--- src/rtl/ts_pkg.sv ---
// Shared constants and types for the timestamper serial link (transmitter and receiver).
// Frame: sync, channel, 4 timestamp bytes MSB first, XOR checksum of bytes 1..5.
package ts_pkg;
   localparam logic [7:0] TS_SYNC_BYTE   = 8'hA5;
   localparam int         TS_FRAME_BYTES = 7;
   localparam int         TS_TS_BYTES    = 4;
   localparam int         TS_CH_W        = 2;
   localparam int         TS_W           = 32;

   typedef enum logic [1:0] {P_HUNT, P_CHAN, P_TS, P_CSUM} parse_state_e;
   typedef enum logic [1:0] {B_IDLE, B_START, B_DATA, B_STOP} byte_state_e;

   typedef struct packed {
      logic [TS_CH_W-1:0] ch;
      logic [TS_W-1:0]    ts;
   } rec_t;
endpackage

--- src/rtl/ts_serial_rx_if.sv ---
// Record handshake between the frame receiver and its consumer; a record moves on valid && ready.
// The master holds channel/timestamp stable while valid is high and ready is low.
interface ts_serial_rx_if;
   import ts_pkg::*;

   logic               rec_valid;
   logic               rec_ready;
   logic [TS_CH_W-1:0] rec_channel;
   logic [TS_W-1:0]    rec_timestamp;

   modport master (output rec_valid, output rec_channel, output rec_timestamp, input rec_ready);
   modport slave  (input rec_valid, input rec_channel, input rec_timestamp, output rec_ready);
endinterface

--- src/rtl/ts_uart_rx_byte.sv ---
// 8N1 byte receiver with 2-flop input sync; byte_valid/byte_err pulse in the stop-bit sample cycle,
// which lands CLKS_PER_BIT/2 + 9*CLKS_PER_BIT cycles after the synced falling edge. No backpressure.
module ts_uart_rx_byte
   import ts_pkg::*;
#(
   parameter int CLKS_PER_BIT = 434
) (
   input  logic       clk,
   input  logic       rst,
   input  logic       serialin,
   output logic [7:0] byte_data,
   output logic       byte_valid,
   output logic       byte_err
);
   localparam int               CNT_W   = $clog2(CLKS_PER_BIT);
   localparam logic [CNT_W-1:0] HALF_M1 = CNT_W'(CLKS_PER_BIT / 2 - 1);
   localparam logic [CNT_W-1:0] FULL_M1 = CNT_W'(CLKS_PER_BIT - 1);

   logic             sync1_q, sync2_q;
   byte_state_e      state_q, state_d;
   logic [CNT_W-1:0] cnt_q, cnt_d;
   logic [2:0]       bit_q, bit_d;
   logic [7:0]       shift_q, shift_d;
   logic             brk_q, brk_d;

   always_ff @(posedge clk) begin
      if (rst) begin
         sync1_q <= 1'b1;
         sync2_q <= 1'b1;
         state_q <= B_IDLE;
         cnt_q   <= '0;
         bit_q   <= '0;
         shift_q <= '0;
         brk_q   <= 1'b0;
      end else begin
         sync1_q <= serialin;
         sync2_q <= sync1_q;
         state_q <= state_d;
         cnt_q   <= cnt_d;
         bit_q   <= bit_d;
         shift_q <= shift_d;
         brk_q   <= brk_d;
      end
   end

   always_comb begin
      state_d    = state_q;
      cnt_d      = cnt_q + CNT_W'(1);
      bit_d      = bit_q;
      shift_d    = shift_q;
      brk_d      = brk_q;
      byte_valid = 1'b0;
      byte_err   = 1'b0;
      unique case (state_q)
         B_IDLE: begin
            cnt_d = '0;
            if (!sync2_q) state_d = B_START;
         end
         B_START: begin
            if (cnt_q == HALF_M1) begin
               cnt_d   = '0;
               bit_d   = '0;
               state_d = sync2_q ? B_IDLE : B_DATA;
            end
         end
         B_DATA: begin
            if (cnt_q == FULL_M1) begin
               cnt_d   = '0;
               shift_d = {sync2_q, shift_q[7:1]};
               bit_d   = bit_q + 3'd1;
               if (bit_q == 3'd7) state_d = B_STOP;
            end
         end
         B_STOP: begin
            // After a bad stop bit, park here until the line returns to idle.
            if (brk_q) begin
               cnt_d = '0;
               if (sync2_q) begin
                  brk_d   = 1'b0;
                  state_d = B_IDLE;
               end
            end else if (cnt_q == FULL_M1) begin
               cnt_d = '0;
               if (sync2_q) begin
                  byte_valid = 1'b1;
                  state_d    = B_IDLE;
               end else begin
                  byte_err = 1'b1;
                  brk_d    = 1'b1;
               end
            end
         end
         default: state_d = B_IDLE;
      endcase
   end

   assign byte_data = shift_q;
endmodule

--- src/rtl/ts_serial_rx.sv ---
// Timestamper frame receiver: validates 7-byte frames, emits {channel, timestamp} records.
// Record valid 1 cycle after the checksum byte; a full output register drops the frame and pulses err_overrun.
module ts_serial_rx
   import ts_pkg::*;
#(
   parameter int CLKS_PER_BIT = 434,
   parameter int TIMEOUT_CLKS = 8680
) (
   input  logic          clk,
   input  logic          rst,
   input  logic          serialin,
   ts_serial_rx_if.master rec,
   output logic          err_framing,
   output logic          err_checksum,
   output logic          err_overrun
);
   localparam int TO_W = $clog2(TIMEOUT_CLKS + 1);

   logic [7:0]   byte_data;
   logic         byte_valid, byte_err;
   parse_state_e pstate_q, pstate_d;
   logic [1:0]   ts_idx_q, ts_idx_d;
   logic [7:0]   csum_q, csum_d;
   rec_t         acc_q, acc_d;
   rec_t         rec_q, rec_d;
   logic         rec_vld_q, rec_vld_d;
   logic [TO_W-1:0] gap_q, gap_d;
   logic         timeout;

   ts_uart_rx_byte #(.CLKS_PER_BIT(CLKS_PER_BIT)) u_byte (
      .clk        (clk),
      .rst        (rst),
      .serialin   (serialin),
      .byte_data  (byte_data),
      .byte_valid (byte_valid),
      .byte_err   (byte_err)
   );

   always_ff @(posedge clk) begin
      if (rst) begin
         pstate_q  <= P_HUNT;
         ts_idx_q  <= '0;
         csum_q    <= '0;
         acc_q     <= '0;
         rec_q     <= '0;
         rec_vld_q <= 1'b0;
         gap_q     <= '0;
      end else begin
         pstate_q  <= pstate_d;
         ts_idx_q  <= ts_idx_d;
         csum_q    <= csum_d;
         acc_q     <= acc_d;
         rec_q     <= rec_d;
         rec_vld_q <= rec_vld_d;
         gap_q     <= gap_d;
      end
   end

   // gap_q counts cycles since the last byte_valid, so it reaches TIMEOUT_CLKS exactly that many cycles later.
   assign timeout = (pstate_q != P_HUNT) && (gap_q == TO_W'(TIMEOUT_CLKS));

   always_comb begin
      pstate_d     = pstate_q;
      ts_idx_d     = ts_idx_q;
      csum_d       = csum_q;
      acc_d        = acc_q;
      rec_d        = rec_q;
      rec_vld_d    = rec_vld_q && !rec.rec_ready;
      gap_d        = (pstate_q == P_HUNT) ? '0 : gap_q + TO_W'(1);
      err_framing  = 1'b0;
      err_checksum = 1'b0;
      err_overrun  = 1'b0;
      if (byte_err) begin
         err_framing = 1'b1;
         pstate_d    = P_HUNT;
         gap_d       = '0;
      end else if (byte_valid) begin
         gap_d = TO_W'(1);
         unique case (pstate_q)
            P_HUNT: if (byte_data == TS_SYNC_BYTE) pstate_d = P_CHAN;
            P_CHAN: begin
               if (byte_data[7:TS_CH_W] != '0) begin
                  err_framing = 1'b1;
                  pstate_d    = P_HUNT;
               end else begin
                  acc_d.ch = byte_data[TS_CH_W-1:0];
                  csum_d   = byte_data;
                  ts_idx_d = '0;
                  pstate_d = P_TS;
               end
            end
            P_TS: begin
               acc_d.ts = {acc_q.ts[TS_W-9:0], byte_data};
               csum_d   = csum_q ^ byte_data;
               ts_idx_d = ts_idx_q + 2'd1;
               if (ts_idx_q == 2'(TS_TS_BYTES - 1)) pstate_d = P_CSUM;
            end
            P_CSUM: begin
               pstate_d = P_HUNT;
               if (byte_data != csum_q) begin
                  err_checksum = 1'b1;
               end else if (!rec_vld_q || rec.rec_ready) begin
                  rec_d     = acc_q;
                  rec_vld_d = 1'b1;
               end else begin
                  err_overrun = 1'b1;
               end
            end
            default: pstate_d = P_HUNT;
         endcase
      end else if (timeout) begin
         err_framing = 1'b1;
         pstate_d    = P_HUNT;
         gap_d       = '0;
      end
   end

   assign rec.rec_valid     = rec_vld_q;
   assign rec.rec_channel   = rec_q.ch;
   assign rec.rec_timestamp = rec_q.ts;
endmodule

--- src/flat_wrapper.sv ---
// flat-port wrapper written by rule: the top's interface ports become plain ports
module ts_serial_rx_flat import ts_pkg::*;
#(
   parameter int CLKS_PER_BIT = 434,
   parameter int TIMEOUT_CLKS = 8680
)
  (clk, rst, serialin, err_framing, err_checksum, err_overrun, rec_rec_valid, rec_rec_channel, rec_rec_timestamp, rec_rec_ready);
  ts_serial_rx_if rec_i ();
  input  logic clk;
  input  logic rst;
  input  logic serialin;
  output logic err_framing;
  output logic err_checksum;
  output logic err_overrun;
  output wire logic [$bits(rec_i.rec_valid)-1:0] rec_rec_valid;
  output wire logic [$bits(rec_i.rec_channel)-1:0] rec_rec_channel;
  output wire logic [$bits(rec_i.rec_timestamp)-1:0] rec_rec_timestamp;
  input wire logic [$bits(rec_i.rec_ready)-1:0] rec_rec_ready;
  assign rec_rec_valid = rec_i.rec_valid;
  assign rec_rec_channel = rec_i.rec_channel;
  assign rec_rec_timestamp = rec_i.rec_timestamp;
  assign rec_i.rec_ready = rec_rec_ready;
  ts_serial_rx #(.CLKS_PER_BIT(CLKS_PER_BIT), .TIMEOUT_CLKS(TIMEOUT_CLKS)) u_core (.clk(clk), .rst(rst), .serialin(serialin), .rec(rec_i), .err_framing(err_framing), .err_checksum(err_checksum), .err_overrun(err_overrun));
endmodule
--- config.mk ---
export PLATFORM = sky130hd
export DESIGN_NAME = ts_serial_rx_flat
export DESIGN_NICKNAME = d
export VERILOG_FILES = /design/src/rtl/ts_pkg.sv /design/src/rtl/ts_serial_rx_if.sv /design/src/rtl/ts_uart_rx_byte.sv /design/src/rtl/ts_serial_rx.sv /design/src/flat_wrapper.sv
export SDC_FILE = /design/constraint.sdc
export NUM_CORES = 1
export LEC_CHECK = 0
export BUFFER_PORTS_ARGS = -buffer_cell sky130_fd_sc_hd__buf_2
export CAP_MARGIN = 10
export CELL_PAD_IN_SITES_DETAIL_PLACEMENT = 0
export CELL_PAD_IN_SITES_GLOBAL_PLACEMENT = 1
export CORE_MARGIN = 2
export CORE_UTILIZATION = 29
export DETAILED_ROUTE_END_ITERATION = 8
export PLACE_DENSITY = 0.57
export SYNTH_ARGS = -nofsm -noshare
export SYNTH_HDL_FRONTEND = slang
export SYNTH_SLANG_ARGS = --single-unit
--- constraint.sdc ---
create_clock -name clk -period 2.3 [get_ports clk]
set_input_delay 0.115 -clock clk [delete_from_list [all_inputs] [get_ports clk]]
set_output_delay 0.115 -clock clk [all_outputs]
set_load 0.01 [all_outputs]
==> qor.yml <==
diodes: 0
finalClockSkew_ns: 0.00542
std_cell_rows: 48
avgSynthCellArea_um2: 8.60
area_delta_synth_final_pct: 23.9
clock_sinks: 120
nets: 654
crit_type: "register to output pin"
setup_viol: 0
grt_use_met2: 0.206
path_cells: "xnor2_1 > nand4_1 > nor2_1 > nand3_1 > nor2_1 > buf_2"
layout_common_cells: "dfxtp_1, nand2_1, nor2_1"
fmax_mhz: 454
start_util: 0.296
die_h_um: 137
reg2reg_from: "u_core.u_byte.cnt_q[1]$_SDFF_PP0_"
vias_per_cell: 4.75
yosys_warnings: 0
fillers: 1798
worst_pin_slew_ns: 0.528
arrival_ns: 2.09
max_slew_margin: 0.648
synth_cells: 592
antenna_found_initial: 0
clock_path_buffers: 2
worstPathRequired_ns: 2.18
critPathMaxStageDelay_ns: 0.56
ioPinCount: 42
crit_start: "u_core.u_byte.byte_data[3]$_SDFFE_PP0P_"
r2r_cells: 10
place_congestion: 0.789
wl_per_cell_um: 13.8
final_common_cell: "dfxtp_1"
first_global_vias: 4013
numCtsBuffers: 17
grt-ovfl-total: 0
hpwl_mm: 8.19
r2r-end: "u_core.gap_q[11]$_SDFF_PP0_"
synthArstFlopShare: 0
clock-root-buffer: "clkbuf_16"
synth_fp_nets: 608
fin_crit_sh: 0.957
total_leakage_power_nw: 2.20
drc_errors: 0
yosysSeqAreaShare: 0.472
die_x_um: 137
fin_crit_ns: 2.20
dpl_cell_area_um2: 5590
busiest_layer: "met2"
grtUsageMet3: 0.0393
endpoint: "err_overrun"
regArea_um2: 2410
ys_seq_elements: 120
stdcell_area_um2: 6310
core_um2: 17200
drt-total-wl_mm: 12.1
h-tree-depth: 4
clk_latency_ns: 0.41
total_power_mw: 5.09
cts_tree: "built"
drive_gt1_frac: 0.174
status: "completed"
grt_usage: 0.139
ys_types: 45
cp-start-kind: "register"
ir_drop_uv: 594
cp_common_cell: "nor2_1"
multi_input_area_um2: 2490
synth_area_um2: 5090
die_area_um2: 18600
drtPass1Iterations: 4
synthFlopType: "dfxtp_1"
hold_viol_final: 0
cts.clk_slew.worst_paths_ns: 0.06
timing.final.ws_setup_ns: 0.0983
grt_use_met1: 0.189
grt_max_degree: 52
grt_pass1_wl_mm: 20.2
crit_slowest_cell: "dfxtp_1"
vias: 4156
slew_viol_final: 0
crit_fanout: 9
port_buffers: 41
drt_iter0_drc: 263
end_kind: "output pin"
power-per-cell-area_nw_per_um2: 807
synth_edf_count: 0
min_path_type: "primary input to register"
pre_cts_ws_ns: 0.204
cap_violations: 0
regToRegSetupSlack_ns: 0.15
antenna_left: 0
## per-stage QoR
stage | hold WS [ns] | TNS [ns] | utilization | instances
after floorplan | 0.219 | 0 | - | 592
after global placement | 0.312 | 0 | 0.324 | 841
after detailed placement | 0.308 | 0 | 0.324 | 841
after CTS | 0.00191 | 0 | 0.364 | 874
after global routing | 0.0172 | -0.00793 | 0.366 | 875
final | 0.00796 | 0 | 0.366 | 875
## worst max-delay path: cells and delay by family, from the launching register on
kind / cells / cell delay, ns
XOR/XNOR: 1 / 0.17
AND/OR/NAND/NOR: 4 / 0.78
buffers and inverters: 1 / 0.17
flip-flops: 1 / 0.56
## cell type report
class / count / share of cell area
clock inverter: 13 / 0.0345
timing repair buffer: 66 / 0.0666
sequential: 120 / 0.381
inverter: 15 / 0.00892
tap: 225 / 0.0446
clock buffer: 18 / 0.0696
multi-input combinational: 418 / 0.394
## timing repair
action                                  CTS  global route
resized for setup                         3             8
pin swaps                                 1             1
hold buffers                              1             0
cloned                                    0             0
endpoints found under the setup margin    1            17
hold endpoints to repair                  1             0
setup buffers                             1             1
## power by group
group          internal [mW]  switching (mW)
Sequential              2.08         0.00342
Combinational         0.0144          0.0376
Clock                   1.96           0.997
## synth_stat cells (all sizes together) (2+ instances only)
master,count,area (um^2)
dfxtp,120,2400
nand2,104,390
nor2,75,282
a21oi,50,250
mux2i,36,360
clkbuf,27,101
a31oi,18,113
xnor2,18,158
nand3,16,80.1
inv,14,52.6
buf,12,85.1
ha,12,150
nand4,11,68.8
xor2,9,78.8
nand3b,8,60.1
nor3b,8,60.1
nor3,6,40.0
o21ai,6,30.0
nor4,5,37.5
and4b,4,40.0
nand2b,4,25.0
o211ai,4,30.0
or2,3,18.8
or3,3,18.8
a311oi,2,17.5
## registers in the layout, summed over array words and instances (netlist names), 2 cells and up, named ones only
signal                    count
u_core.u_byte.cnt_q           9
u_core.gap_q                 14
u_core.pstate_q               2
u_core.u_byte.byte_data       8
u_core.u_byte.bit_q           3
u_core.rec.rec_channel        2
u_core.acc_q                 34
u_core.ts_idx_q               2
u_core.rec.rec_timestamp     32
u_core.csum_q                 8
## layer usage
layer,routed length [um],up-vias
li1,-,2100
met1,6120,1978
met2,5350,64
met3,392,14
met4,201,0
met5,0,-
## cells by family (layout without fill, tap and decap cells)
kind of cell               after synthesis  after routing  share of synthesized area
AOI/OAI and AO/OA                       85             85                     0.0943
and+or+nand+nor                        257            257                      0.238
DFF                                    120            120                      0.472
adders and majority gates               12             12                     0.0295
muxes                                   37             37                     0.0730
buffers and inverters                   54            112                     0.0477
xor gates and xnor gates                27             27                     0.0464
## how the worst min path moves through the flow
stage | start | end | slack [ns] | cells past startpoint
detailed placement | serialin | u_core.u_byte.sync1_q$_SDFF_PP1_ | 0.31 | 2
floorplan | serialin | u_core.u_byte.sync1_q$_SDFF_PP1_ | 0.22 | 1
CTS | rst | u_core.ts_idx_q[1]$_SDFFE_PP0P_ | 0.002 | 2
finish | rst | u_core.ts_idx_q[1]$_SDFFE_PP0P_ | 0.008 | 2
global route | rst | u_core.ts_idx_q[1]$_SDFFE_PP0P_ | 0.02 | 2
global placement | serialin | u_core.u_byte.sync1_q$_SDFF_PP1_ | 0.31 | 2
Power figures use the tool's default switching activity.
